===== src/rtl/multicycle_control.sv =====
`default_nettype none
// +--------------------------------------------------------------------------+
// | multicycle_control : main control FSM of the multi-cycle MIPS datapath   |
// | Rev 1.0                                                                  |
// +--------------------------------------------------------------------------+
module multicycle_control #(
    parameter logic [5:0] OP_RTYPE = 6'b000000,
    parameter logic [5:0] OP_LW    = 6'b100011,
    parameter logic [5:0] OP_SW    = 6'b101011,
    parameter logic [5:0] OP_BEQ   = 6'b000100,
    parameter logic [5:0] OP_J     = 6'b000010,
    parameter logic [5:0] OP_ADDI  = 6'b001000
) (
    input  logic       clk,
    input  logic       rst,
    input  logic [5:0] opcode,
    input  logic       mem_ready,
    output logic       pc_write,
    output logic       pc_write_cond,
    output logic       i_or_d,
    output logic       mem_read,
    output logic       mem_write,
    output logic       ir_write,
    output logic       mem_to_reg,
    output logic       reg_dst,
    output logic       reg_write,
    output logic       alu_src_a,
    output logic [1:0] alu_src_b,
    output logic [1:0] alu_op,
    output logic [1:0] pc_source,
    output logic       illegal_op,
    output logic       retire,
    output logic [3:0] state
);

    localparam logic [3:0] c_FETCH  = 4'd0;
    localparam logic [3:0] c_DECODE = 4'd1;
    localparam logic [3:0] c_MEMADR = 4'd2;
    localparam logic [3:0] c_MEMRD  = 4'd3;
    localparam logic [3:0] c_MEMWB  = 4'd4;
    localparam logic [3:0] c_MEMWR  = 4'd5;
    localparam logic [3:0] c_EXEC   = 4'd6;
    localparam logic [3:0] c_ALUWB  = 4'd7;
    localparam logic [3:0] c_BRANCH = 4'd8;
    localparam logic [3:0] c_JUMP   = 4'd9;
    localparam logic [3:0] c_ADDIEX = 4'd10;
    localparam logic [3:0] c_ADDIWB = 4'd11;

    logic [3:0] r_state;
    logic [3:0] w_next;

    always_ff @(posedge clk) begin
        if (rst) begin
            r_state <= c_FETCH;
        end else begin
            r_state <= w_next;
        end
    end

    always_comb begin
        w_next = c_FETCH;
        case (r_state)
            c_FETCH:  w_next = mem_ready ? c_DECODE : c_FETCH;
            c_DECODE: begin
                if (opcode == OP_LW || opcode == OP_SW) w_next = c_MEMADR;
                else if (opcode == OP_RTYPE)            w_next = c_EXEC;
                else if (opcode == OP_BEQ)              w_next = c_BRANCH;
                else if (opcode == OP_J)                w_next = c_JUMP;
                else if (opcode == OP_ADDI)             w_next = c_ADDIEX;
                else                                    w_next = c_FETCH;
            end
            c_MEMADR: begin
                if (opcode == OP_LW)      w_next = c_MEMRD;
                else if (opcode == OP_SW) w_next = c_MEMWR;
                else                      w_next = c_FETCH;
            end
            c_MEMRD:  w_next = mem_ready ? c_MEMWB : c_MEMRD;
            c_MEMWR:  w_next = mem_ready ? c_FETCH : c_MEMWR;
            c_EXEC:   w_next = c_ALUWB;
            c_ADDIEX: w_next = c_ADDIWB;
            default:  w_next = c_FETCH;
        endcase
    end

    // Reset masks every output combinationally, including the debug state.
    always_comb begin
        pc_write      = 1'b0;
        pc_write_cond = 1'b0;
        i_or_d        = 1'b0;
        mem_read      = 1'b0;
        mem_write     = 1'b0;
        ir_write      = 1'b0;
        mem_to_reg    = 1'b0;
        reg_dst       = 1'b0;
        reg_write     = 1'b0;
        alu_src_a     = 1'b0;
        alu_src_b     = 2'b00;
        alu_op        = 2'b00;
        pc_source     = 2'b00;
        illegal_op    = 1'b0;
        retire        = 1'b0;
        state         = 4'd0;
        if (!rst) begin
            state = r_state;
            case (r_state)
                c_FETCH: begin
                    mem_read  = 1'b1;
                    alu_src_b = 2'b01;
                    ir_write  = mem_ready;
                    pc_write  = mem_ready;
                end
                c_DECODE: begin
                    alu_src_b  = 2'b11;
                    illegal_op = !(opcode == OP_RTYPE || opcode == OP_LW ||
                                   opcode == OP_SW    || opcode == OP_BEQ ||
                                   opcode == OP_J     || opcode == OP_ADDI);
                end
                c_MEMADR: begin
                    alu_src_a = 1'b1;
                    alu_src_b = 2'b10;
                end
                c_MEMRD: begin
                    mem_read = 1'b1;
                    i_or_d   = 1'b1;
                end
                c_MEMWB: begin
                    reg_write  = 1'b1;
                    mem_to_reg = 1'b1;
                    retire     = 1'b1;
                end
                c_MEMWR: begin
                    mem_write = 1'b1;
                    i_or_d    = 1'b1;
                    retire    = mem_ready;
                end
                c_EXEC: begin
                    alu_src_a = 1'b1;
                    alu_op    = 2'b10;
                end
                c_ALUWB: begin
                    reg_write = 1'b1;
                    reg_dst   = 1'b1;
                    retire    = 1'b1;
                end
                c_BRANCH: begin
                    alu_src_a     = 1'b1;
                    alu_op        = 2'b01;
                    pc_write_cond = 1'b1;
                    pc_source     = 2'b01;
                    retire        = 1'b1;
                end
                c_JUMP: begin
                    pc_write  = 1'b1;
                    pc_source = 2'b10;
                    retire    = 1'b1;
                end
                c_ADDIEX: begin
                    alu_src_a = 1'b1;
                    alu_src_b = 2'b10;
                end
                c_ADDIWB: begin
                    reg_write = 1'b1;
                    retire    = 1'b1;
                end
                default: ;
            endcase
        end
    end

endmodule
`default_nettype wire

===== config.mk =====
export PLATFORM = sky130hd
export DESIGN_NAME = multicycle_control
export DESIGN_NICKNAME = d
export VERILOG_FILES = /design/src/rtl/multicycle_control.sv
export SDC_FILE = /design/constraint.sdc
export NUM_CORES = 1
export LEC_CHECK = 0
export ABC_AREA = 1
export CAP_MARGIN = 40
export CORE_MARGIN = 10
export CORE_UTILIZATION = 38
export CTS_BUF_LIST = sky130_fd_sc_hd__clkbuf_4 sky130_fd_sc_hd__clkbuf_8 sky130_fd_sc_hd__clkbuf_16
export CTS_CLUSTER_DIAMETER = 50
export CTS_CLUSTER_SIZE = 30
export DETAILED_ROUTE_END_ITERATION = 8
export GPL_ROUTABILITY_DRIVEN = 0
export GPL_TIMING_DRIVEN = 0
export PLACE_DENSITY = 0.78
export SETUP_SLACK_MARGIN = 0.5
export SLEW_MARGIN = 20
export SYNTH_ARGS = -nofsm -noshare
export SYNTH_HDL_FRONTEND = slang
export SYNTH_SLANG_ARGS = --single-unit

===== constraint.sdc =====
create_clock -name clk -period 1.55 [get_ports clk]
set_clock_uncertainty 0.2 [all_clocks]
set_input_delay 0.31 -clock clk [delete_from_list [all_inputs] [get_ports clk]]
set_output_delay 0.31 -clock clk [all_outputs]
set_load 0.01 [all_outputs]

==> out/qor.yml, run 1 <==
status: "stopped before the end"
failing_step: "global routing"
tool.error: "[ERROR DPL-0038] Utilization greater than 100%, impossible to legalize"
numCtsBuffers: 3
h-tree-depth: 1
cts_hold_buf: 0
synth-async-reset-ratio: 0
cts_root_buf: "clkbuf_4"
ys_seq_area_frac: 0.137
die_h_um: 59.2
worst_endpoint_kind: "primary output"
yosysTopAreaCell: "nand2_1"
initial_utilization: 0.397
postGrtWorstEndpoint: "pc_write"
synth_top_area_frac: 0.231
synth_edf_count: 0
grt_start_max_net_pins: 10
yosysMostFrequentCell: "nand2_1"
synth_cell_types: 18
cts_sinks: 4
syn-num-nets: 131
place_ws_ns: -1.11
synth_warnings: 0
rows: 14
synth.area.top_cells: "nand2_1 23%, nor2_1 19%, dfxtp_1 14%"
dp.final_hpwl_mm: 1.78
synth-seq-cells: 4
ios: 31
synth_flop_cell: "dfxtp_1"
dpl.cell_count: 168
synth_common_cells: "36 x nand2_1, 30 x nor2_1, 17 x inv_1"
clockBufferDepth: 2
port_buffers: 30
synth.avg_cell_area_um2: 4.79
syn_inst: 122
synth_area_um2: 584
die_width_um: 59.2
==> cells by family after synthesis <==
kind of cell | Yosys count | synth area share
flip-flops | 4 | 0.137
AO/OA/AOI/OAI | 10 | 0.0921
AND/OR/NAND/NOR | 87 | 0.630
buffers and inverters | 21 | 0.141
==> through the flow <==
| stage | cell area (µm²) | TNS [ns] |
|---|---|---|
| after floorplan | 731 | 0 |
| after global placement | 1050 | -19.06 |
| after detailed placement | 1050 | -19.35 |
| after CTS | 1350 | -3.64 |
==> repair_timing <==
item	in CTS
endpoints found under the setup margin	26
cloned	1
gates resized for setup	143
pin swaps	17
buffers inserted	23
==> run 2: changes to the inputs <==
==> config.mk (replaced) <==
export PLATFORM = sky130hd
export DESIGN_NAME = multicycle_control
export DESIGN_NICKNAME = d
export VERILOG_FILES = /design/src/rtl/multicycle_control.sv
export SDC_FILE = /design/constraint.sdc
export NUM_CORES = 1
export LEC_CHECK = 0
export ABC_AREA = 1
export CAP_MARGIN = 40
export CORE_AREA = 10 10 71 73
export DETAILED_ROUTE_END_ITERATION = 8
export DIE_AREA = 0 0 81 83
export GPL_ROUTABILITY_DRIVEN = 0
export GPL_TIMING_DRIVEN = 0
export PLACE_DENSITY_LB_ADDON = 0.15
export SLEW_MARGIN = 20
export SYNTH_ARGS = -nofsm -noshare
export SYNTH_HDL_FRONTEND = slang
export SYNTH_SLANG_ARGS = --single-unit
==> out/qor.yml, run 2 <==
status: "finished with violations"
violations: "negative setup slack"
seqCellArea_um2: 92.6
antenna_found_initial: 0
crit_arrival_ns: 1.27
synth_common_cells: "36 x nand2_1, 30 x nor2_1, 17 x inv_1"
grt_pass1_wl_mm: 4.33
layout_commonest_cell: "nand2_1"
final.period_utilization: 1.15
yosysTopAreaCell: "nand2_1"
clk_pin_slew_worst_paths_ns: 0.03
ios: 31  # unchanged
route.detailed.drc: 0
hold_viol_final: 0
dr.first_iter.drc_count: 24
synth.avg_cell_area_um2: 4.79  # unchanged
syn_inst: 122  # unchanged
post_drt_wl_per_cell_um: 12.0
vias: 946
critPathRequiredTime_ns: 1.04
regMostFlops: "r_state"
max_freq_ghz: 0.561
overflow: 0
fin_crit_ns: 1.78
cp.depth: 6
setup-violations-final: 17
ff2ff_path_depth: 8
port_buffers: 30  # unchanged
whs_path_depth: 4
grt_start_max_net_pins: 11
synth.area.top_cells: "nand2_1 23%, nor2_1 19%, dfxtp_1 14%"
rrSetupSlack_ns: 0.09
cts_tree: "built"
initial_utilization: 0.161  # -0.236
synth_area_um2: 584  # unchanged
final_area_um2: 1210
multiInputGateArea_um2: 577
cpPeakStageDelay_ns: 0.28
synth_warnings: 0  # unchanged
synth-async-reset-ratio: 0  # unchanged
grt_pass1_vias: 979
numCtsBuffers: 3  # unchanged
critPathBufInv: 2
synthToLayoutAreaGrowth_pct: 107
whs_endpoint: "r_state[1]$_SDFF_PP0_"
layout_setup_ws_ns: -0.234
hp-class: "input port to register"
dp.final_hpwl_mm: 1.92  # +7.6%
post_dp_cell_area_um2: 952  # -9.4%
rsz0062_at_grt: "true"
ys_seq_area_frac: 0.137  # unchanged
synth_cell_types: 18  # unchanged
ir_drop_mv: 0.157
largest_registers: "r_state (4)"
synth_flop_cell: "dfxtp_1"
die_width_um: 81  # +37%
clock_latency_ns: 0.22
cts_root_buf: "clkbuf_8"
syn-num-nets: 131  # unchanged
cp_top_family: "buffers and inverters"
gr-usage-all-layers: 0.0779
fillers: 407
drv_cap: 0
place_ws_ns: -0.974  # +0.135 ns
synth_top_area_frac: 0.231  # unchanged
h-tree-depth: 1  # unchanged
die-area_um2: 6720
hold_slack_ns: 0.309
crit_path_end_kind: "output port"
finalPower_mw: 0.461
cts_hold_buf: 0  # unchanged
die_h_um: 83  # +40%
relSlewSlack: 0.868
final_nets: 183
r2r_start: "r_state[3]$_SDFF_PP0_"
diodes: 0
coreArea_um2: 3630
drt-vias-per-instance: 4.30
path_cells: "dlygate4sd2_1 -> nor2_2 -> nand2_2 -> o211ai_1 -> nor3_2 -> buf_2"
synth_edf_count: 0  # unchanged
reg2reg_to: "r_state[0]$_SDFF_PP0_"
worstMarginPinSlew_ns: 0.197
path_class: "input port to output port"
worstHoldStart: "rst"
yosysMostFrequentCell: "nand2_1"
largest_reg_flops: 4
wl_mm: 2.64
dr.pass1.iters: 4
rows: 22  # +8
layout-drive-gt1-share: 0.547
ant_nets: 0
p_leak_nw: 0.643
final_cell_mix: "26 x nand2_1, 23 x nor2_1, 19 x buf_2, 15 x buf_4, 9 x inv_1"
path_max_fanout: 4
synth-seq-cells: 4  # unchanged
cts_sinks: 4  # unchanged
start_kind: "input port"
clockBufferDepth: 2  # unchanged
cellPowerDensity_nw_per_um2: 381
critPathSlowestCell: "dlygate4sd2_1"
final_max_slew_viol_count: 0
==> run 2: cell counts after synthesis <==
Identical to the previous run, type by type.
==> run 2: how the worst max path moves through the flow <==
stage	start	to	slack (ns)
after floorplan	r_state[3]$_SDFF_PP0_	pc_source[0]	0.01
after global placement	rst	pc_source[0]	-1.00
after detailed placement	rst	pc_source[0]	-0.97
after CTS	r_state[3]$_SDFF_PP0_	illegal_op	-0.22
after global routing	r_state[3]$_SDFF_PP0_	illegal_op	-0.29
final	opcode[0]	illegal_op	-0.23
==> run 2: cell families after synthesis <==
| family | count (synthesis) | share of synthesized area |
|---|---|---|
| buffers and inverters | 21 | 0.141 |
| AOI/OAI and AO/OA | 10 | 0.0921 |
| DFF | 4 | 0.137 |
| and+or+nand+nor | 87 | 0.630 |
==> run 2: stage by stage <==
stage | TNS (ns) | std cells | util
after floorplan | 0 | 122 | -
after CTS | -2.26 | 218 | 0.324
after global routing | -3.74 | 220 | 0.333
after detailed placement | -18.28 | 200 | 0.262
after global placement | -18.44 | 200 | 0.262
final | -2.43 | 220 | 0.333
==> run 2: what timing repair did <==
action                                  in CTS  in global routing
endpoints found under the setup margin      24                 22
gates resized for setup                    158                 15
pin swaps                                   19                 10
setup buffers                               14                  2
gates cloned                                 1                  0
==> run 2: metal layers <==
layer  part of all wire  track usage
met5                  0            0
met4             0.0042       0.0266
met3               0.11       0.0356
met2               0.51        0.140
met1               0.38       0.0746
==> run 2: tightest hold or removal path, cell delays in order <==
cell	delay, ns
buf_2	0.16
inv_1	0.13
nand2_1	0.06
inv_1	0.04
==> run 2: cell type report <==
| class | instances | share of cell area |
|---|---|---|
| timing repair buffer | 47 | 0.266 |
| tap | 48 | 0.0496 |
| inverter | 18 | 0.0683 |
| multi-input combinational | 97 | 0.477 |
| clock buffer | 3 | 0.0341 |
| buffer | 3 | 0.0290 |
| sequential | 4 | 0.0765 |
==> run 2: report_power, final <==
group	switching (mW)	internal (mW)	total, mW
sequential	0.00635	0.102	0.108
clock	0.0509	0.165	0.216
combinational	0.0770	0.0592	0.136
total	0.134	0.327	0.461
(Power assumes the default switching activity.)
==> run 3: changes to the inputs <==
--- a/config.mk
+++ b/config.mk
@@ -12,7 +12,6 @@
 export DIE_AREA = 0 0 81 83
 export GPL_ROUTABILITY_DRIVEN = 0
 export GPL_TIMING_DRIVEN = 0
-export PLACE_DENSITY_LB_ADDON = 0.15
 export SLEW_MARGIN = 20
 export SYNTH_ARGS = -nofsm -noshare
 export SYNTH_HDL_FRONTEND = slang
==> out/qor.yml, run 3 (synthesized netlist as in run 2, its figures left out) <==
gr-max-usage-layer: "met2"
drv_cap: 0  # unchanged
final_area_um2: 1200  # -0.52%
largest_reg_flops: 4  # unchanged
cts_hold_buf: 0  # unchanged
die_h_um: 83  # unchanged
internal_power_mw: 0.334  # +2.3%
crit_path_end_kind: "output port"
grt_start_max_net_pins: 11  # unchanged
port_buffers: 30  # unchanged
worstMarginPinSlew_ns: 0.209  # +0.0112 ns
layout-drive-gt1-share: 0.547  # +0.000547
cts_tree: "built"
switching_share: 0.289  # -0.00243
whs_path_depth: 4  # unchanged
setup-violations-final: 18  # +1
use_met3: 0.0302  # -0.00539
vias: 901  # -4.8%
gr-usage-all-layers: 0.0740  # -0.00388
diodes: 0  # unchanged
numCtsBuffers: 3  # unchanged
status: "finished with violations"
final_cell_mix: "25 x nand2_1, 23 x nor2_1, 20 x buf_2, 13 x buf_4, 10 x inv_1"
critPathRequiredTime_ns: 1.04  # about the same
overflow: 0  # unchanged
ir_drop_mv: 0.138  # -12%
max_freq_ghz: 0.554  # -1.2%
cellPowerDensity_nw_per_um2: 390  # +2.5%
comb_power_share: 0.314  # +0.018
grt_pass1_vias: 923  # -5.7%
grtUsageMet1: 0.0818  # +0.00714
start_kind: "register"
post_drt_wl_per_cell_um: 12.1  # +1.0%
power.switching_mw: 0.136  # +1.1%
place_ws_ns: -0.984  # -0.00984 ns
layout_setup_ws_ns: -0.255  # -0.0217 ns
dp.final_hpwl_mm: 1.86  # -3.2%
hp-class: "input port to register"
ff2ff_path_depth: 9  # +1
cts_root_buf: "clkbuf_8"
coreArea_um2: 3630  # unchanged
relSlewSlack: 0.860  # -0.00751
path_class: "register to output port"
wl_mm: 2.64  # +0.11%
ios: 31  # unchanged
die_width_um: 81  # unchanged
ant_nets: 0  # unchanged
clkPwrFrac: 0.457  # -0.012
grt_pass1_wl_mm: 4.10  # -5.3%
initial_utilization: 0.161  # unchanged
route.detailed.drc: 0  # unchanged
clock_latency_ns: 0.21  # about the same
drt-vias-per-instance: 4.13  # -3.9%
fin_crit_ns: 1.81  # +0.0217 ns
crit_arrival_ns: 1.30  # +0.03 ns
synthToLayoutAreaGrowth_pct: 106
seqPwrFrac: 0.229  # -0.006
clk_pin_slew_worst_paths_ns: 0.03  # about the same
die-area_um2: 6720  # unchanged
clockBufferDepth: 2  # unchanged
violations: "negative setup slack"
final.period_utilization: 1.16  # +0.0140
antenna_found_initial: 0  # unchanged
rsz0062_at_grt: "true"
hold_viol_final: 0  # unchanged
dr.first_iter.drc_count: 66  # +180%
final_nets: 181  # -1.1%
hold_slack_ns: 0.321  # +0.0114 ns
post_dp_cell_area_um2: 952  # unchanged
h-tree-depth: 1  # unchanged
largest_registers: "r_state (4)"
use_met2: 0.125  # -0.0159
final_max_slew_viol_count: 0  # unchanged
dr.pass1.iters: 4  # unchanged
layout_commonest_cell: "nand2_1"
rows: 22  # unchanged
cts_sinks: 4  # unchanged
path_max_fanout: 5  # +1
regMostFlops: "r_state"
p_leak_nw: 0.612  # -4.7%
-- run 3: power by group through the flow --
| stage | Sequential, mW | Clock, mW | Combinational, mW |
|---|---|---|---|
| after floorplan | 0.109 | 0 | 0.0541 |
| after global placement | 0.110 | 0 | 0.114 |
| after global routing | 0.108 | 0.232 | 0.163 |
| after detailed placement | 0.110 | 0 | 0.115 |
| after CTS | 0.108 | 0.221 | 0.131 |
| final | 0.108 | 0.215 | 0.148 |
-- run 3: what timing repair did --
action / 4_1_cts / 5_1_grt
endpoints found under the setup margin: 24 / 18
cloned: 1 / 0
resized for setup: 157 / 23
pin swaps: 14 / 9
setup buffers: 10 / 4
-- run 3: final timing paths --
kind	start	endpoint	slack (ns)
setup reg to reg	r_state[1]$_SDFF_PP0_	r_state[0]$_SDFF_PP0_	-0.02
setup / recovery	r_state[1]$_SDFF_PP0_	pc_write	-0.26
hold reg to reg	r_state[2]$_SDFF_PP0_	r_state[3]$_SDFF_PP0_	0.56
hold / removal	rst	r_state[1]$_SDFF_PP0_	0.32
-- run 3: layout make-up --
class / count / area, µm²
plain buffers: 3 / 35.0
clock buffers: 3 / 41.3
fillers: 422 / 2430
inverters: 18 / 80.1
multi-input cells: 97 / 568
flip-flops and latches: 4 / 92.6
well taps: 48 / 60.1
repair buffers: 45 / 327
-- run 3: per-layer routing --
layer  vias up  part of all wire
met4         0            0.0087
met3         4             0.072
met2        23              0.49
met5         -                 0
li1        473                 -
met1       401              0.42
-- run 3: worst max-delay path: stages (launching register included) --
cell and delay (ns):
dfxtp_4 0.37, nor2_4 0.19, inv_2 0.08, nor2_4 0.11, nand2_2 0.09, a21oi_2 0.11
buf_2 0.13
-- run 3: stage by stage --
step	power, mW	setup TNS, ns	utilization	instances
finish	0.470	-2.61	0.331	218
global placement	0.224	-18.56	0.262	200
global route	0.503	-3.86	0.331	218
detailed placement	0.225	-18.93	0.262	200
floorplan	0.164	0	-	122
CTS	0.460	-2.41	0.310	214
==> run 4: changes to the inputs <==
--- a/config.mk
+++ b/config.mk
@@ -12,6 +12,7 @@
 export DIE_AREA = 0 0 81 83
 export GPL_ROUTABILITY_DRIVEN = 0
 export GPL_TIMING_DRIVEN = 0
+export HOLD_SLACK_MARGIN = 0.1
 export SLEW_MARGIN = 20
 export SYNTH_ARGS = -nofsm -noshare
 export SYNTH_HDL_FRONTEND = slang
==> results of run 4 <==
Same layout as run 3: the final DEF is identical, and so are final timing and power.
==> patch: new RTL, config.mk and constraints of run 4 <==
Make the reset (`rst`) asynchronous in one clocked block.
--- a/src/rtl/multicycle_control.sv
+++ b/src/rtl/multicycle_control.sv
@@ -49,7 +49,7 @@
     logic [3:0] r_state;
     logic [3:0] w_next;
 
-    always_ff @(posedge clk) begin
+    always_ff @(posedge clk or posedge rst) begin
         if (rst) begin
             r_state <= c_FETCH;
         end else begin
Formal check against the unedited RTL: no difference found for any inputs over 10 cycles, from zero or initial values and one cycle with rst high; that may be too few to reach the edited logic, so the function may still have changed.
==> patch against run 4 <==
  * Sequential cell count unchanged
  * Wire length down 3.5%
  * Sequential share of layout area up 0.98 points
  * Register-to-register slack better by 130 ps
  * Setup slack worse by 75 ps
  * The run still ends with negative setup slack left
  * Total power up 24%
  * Area after synthesis down 5.4%
  * First-iteration DRC count down 44%
  * Via count down 2.0%
  * Final area down 0.52%
  * Largest power group is now combinational logic
  * Fmax down 4.0%
==> patch: results (changes against run 4) <==
- Post-Synthesis Cells: 107 (-12%)
- Share of cell area taken by flip-flops and latches: 8.67% (+0.98 points)
- Sum Neg Setup Slack: -4640 ps (-2030 ps)
- Cell type group with the largest total delay on the critical path: flip-flops
- Area occupied by multi-input gates: 522 um^2 (-8.1%)
- Slowest cell delay on critical path: 440 ps (+70 ps)
- Number of multi-input combinational cells: 85 (-12%)
- Number of sequential cells in the layout: 4 (unchanged)
- Worst hold margin: 315 ps (-5.51 ps)
- Number of fill cells: 415 (-1.7%)
- Post-layout net count: 175 (-3.3%)
- Area fraction in compound gates after synthesis: 9.28% (+0.068 points)
- Worst max-slew margin expressed relative to the limit: 87.0% (+0.99 points)
- Asr flop ratio synth: 100% (+100 points)
- Global-route wire length before repair: 3970 um (-3.2%)
- Setup violation total in the final timing report: 19 (+1)
- Via count: 883 (-2.0%)
- Number of cells on the worst hold path: 5 (+1)
- Worst setup slack after placement: -820 ps (+164 ps)
- Vias in the first global route: 897 (-2.8%)
- Post-synth cell types: 19 (+1)
- Detailed Route Iter0 Violations: 37 (-44%)
- Result of the run: finished, violations left
- Most frequently used flop master after synthesis: sky130_fd_sc_hd__dfrtp_1
- Seq/Total Area, Yosys: 18.1% (+4.4 points)
- Yosys top cell area share: 18.3% (-4.8 points)
- Critical R2R Capture: r_state[2]
- Power dissipated in combinational cells: 0.238 mW (+61%)
- Post-synthesis net count: 116 (-11%)
- Overall Global Routing Usage: 7.20% (-0.20 points)
- CP Data Arrival Time: 1370 ps (+70 ps)
- Commonest cells in the synthesized netlist: sky130_fd_sc_hd__nand2_1, sky130_fd_sc_hd__nor2_1, sky130_fd_sc_hd__nand3_1
- Final setup slack of the worst path: -330 ps (-75.1 ps)
- Worst setup slack for register-to-register paths: 110 ps (+130 ps)
- Post-CTS setup buffer count: 16 (+6)
- Violations in the final reports: negative setup slack
- Signal buffers: 57 (+19%)
- Quantity of hold-fixing buffers added after cts: 1 (+1)
- Post-synthesis cell area: 553 um^2 (-5.4%)
- Fraction of area in non-clock buffers: 34.4% (+4.3 points)
- DRT Wirelength: 2550 um (-3.5%)
- Reg2Reg Depth: 7 (-2)
- Largest voltage drop on the vdd net: 140 uV (+1.1%)
- DP Cell Count: 185 (-7.5%)
## patch: cell types whose count changed in the layout (fill, tap and decap cells not counted), moves of 3 or more
cell and delta:
sky130_fd_sc_hd__nor2_1 -8, sky130_fd_sc_hd__buf_4 +7, sky130_fd_sc_hd__inv_2 +6, sky130_fd_sc_hd__nand2_2 -6, sky130_fd_sc_hd__inv_1 -5, sky130_fd_sc_hd__inv_4 -4
sky130_fd_sc_hd__nor2_4 +4, sky130_fd_sc_hd__a21oi_2 +3, sky130_fd_sc_hd__dfrtp_2 +3, sky130_fd_sc_hd__dfxtp_4 -3, sky130_fd_sc_hd__nand2_1 -3, sky130_fd_sc_hd__nand4_1 +3
## patch: routing by layer
metal,GRT usage [%],vias up,wire (um)
met5,0,-,0
met4,5.01,0,92
met3,2.05,8,242
met2,11.9,37,1170
met1,7.54,385,1050
li1,-,453,-
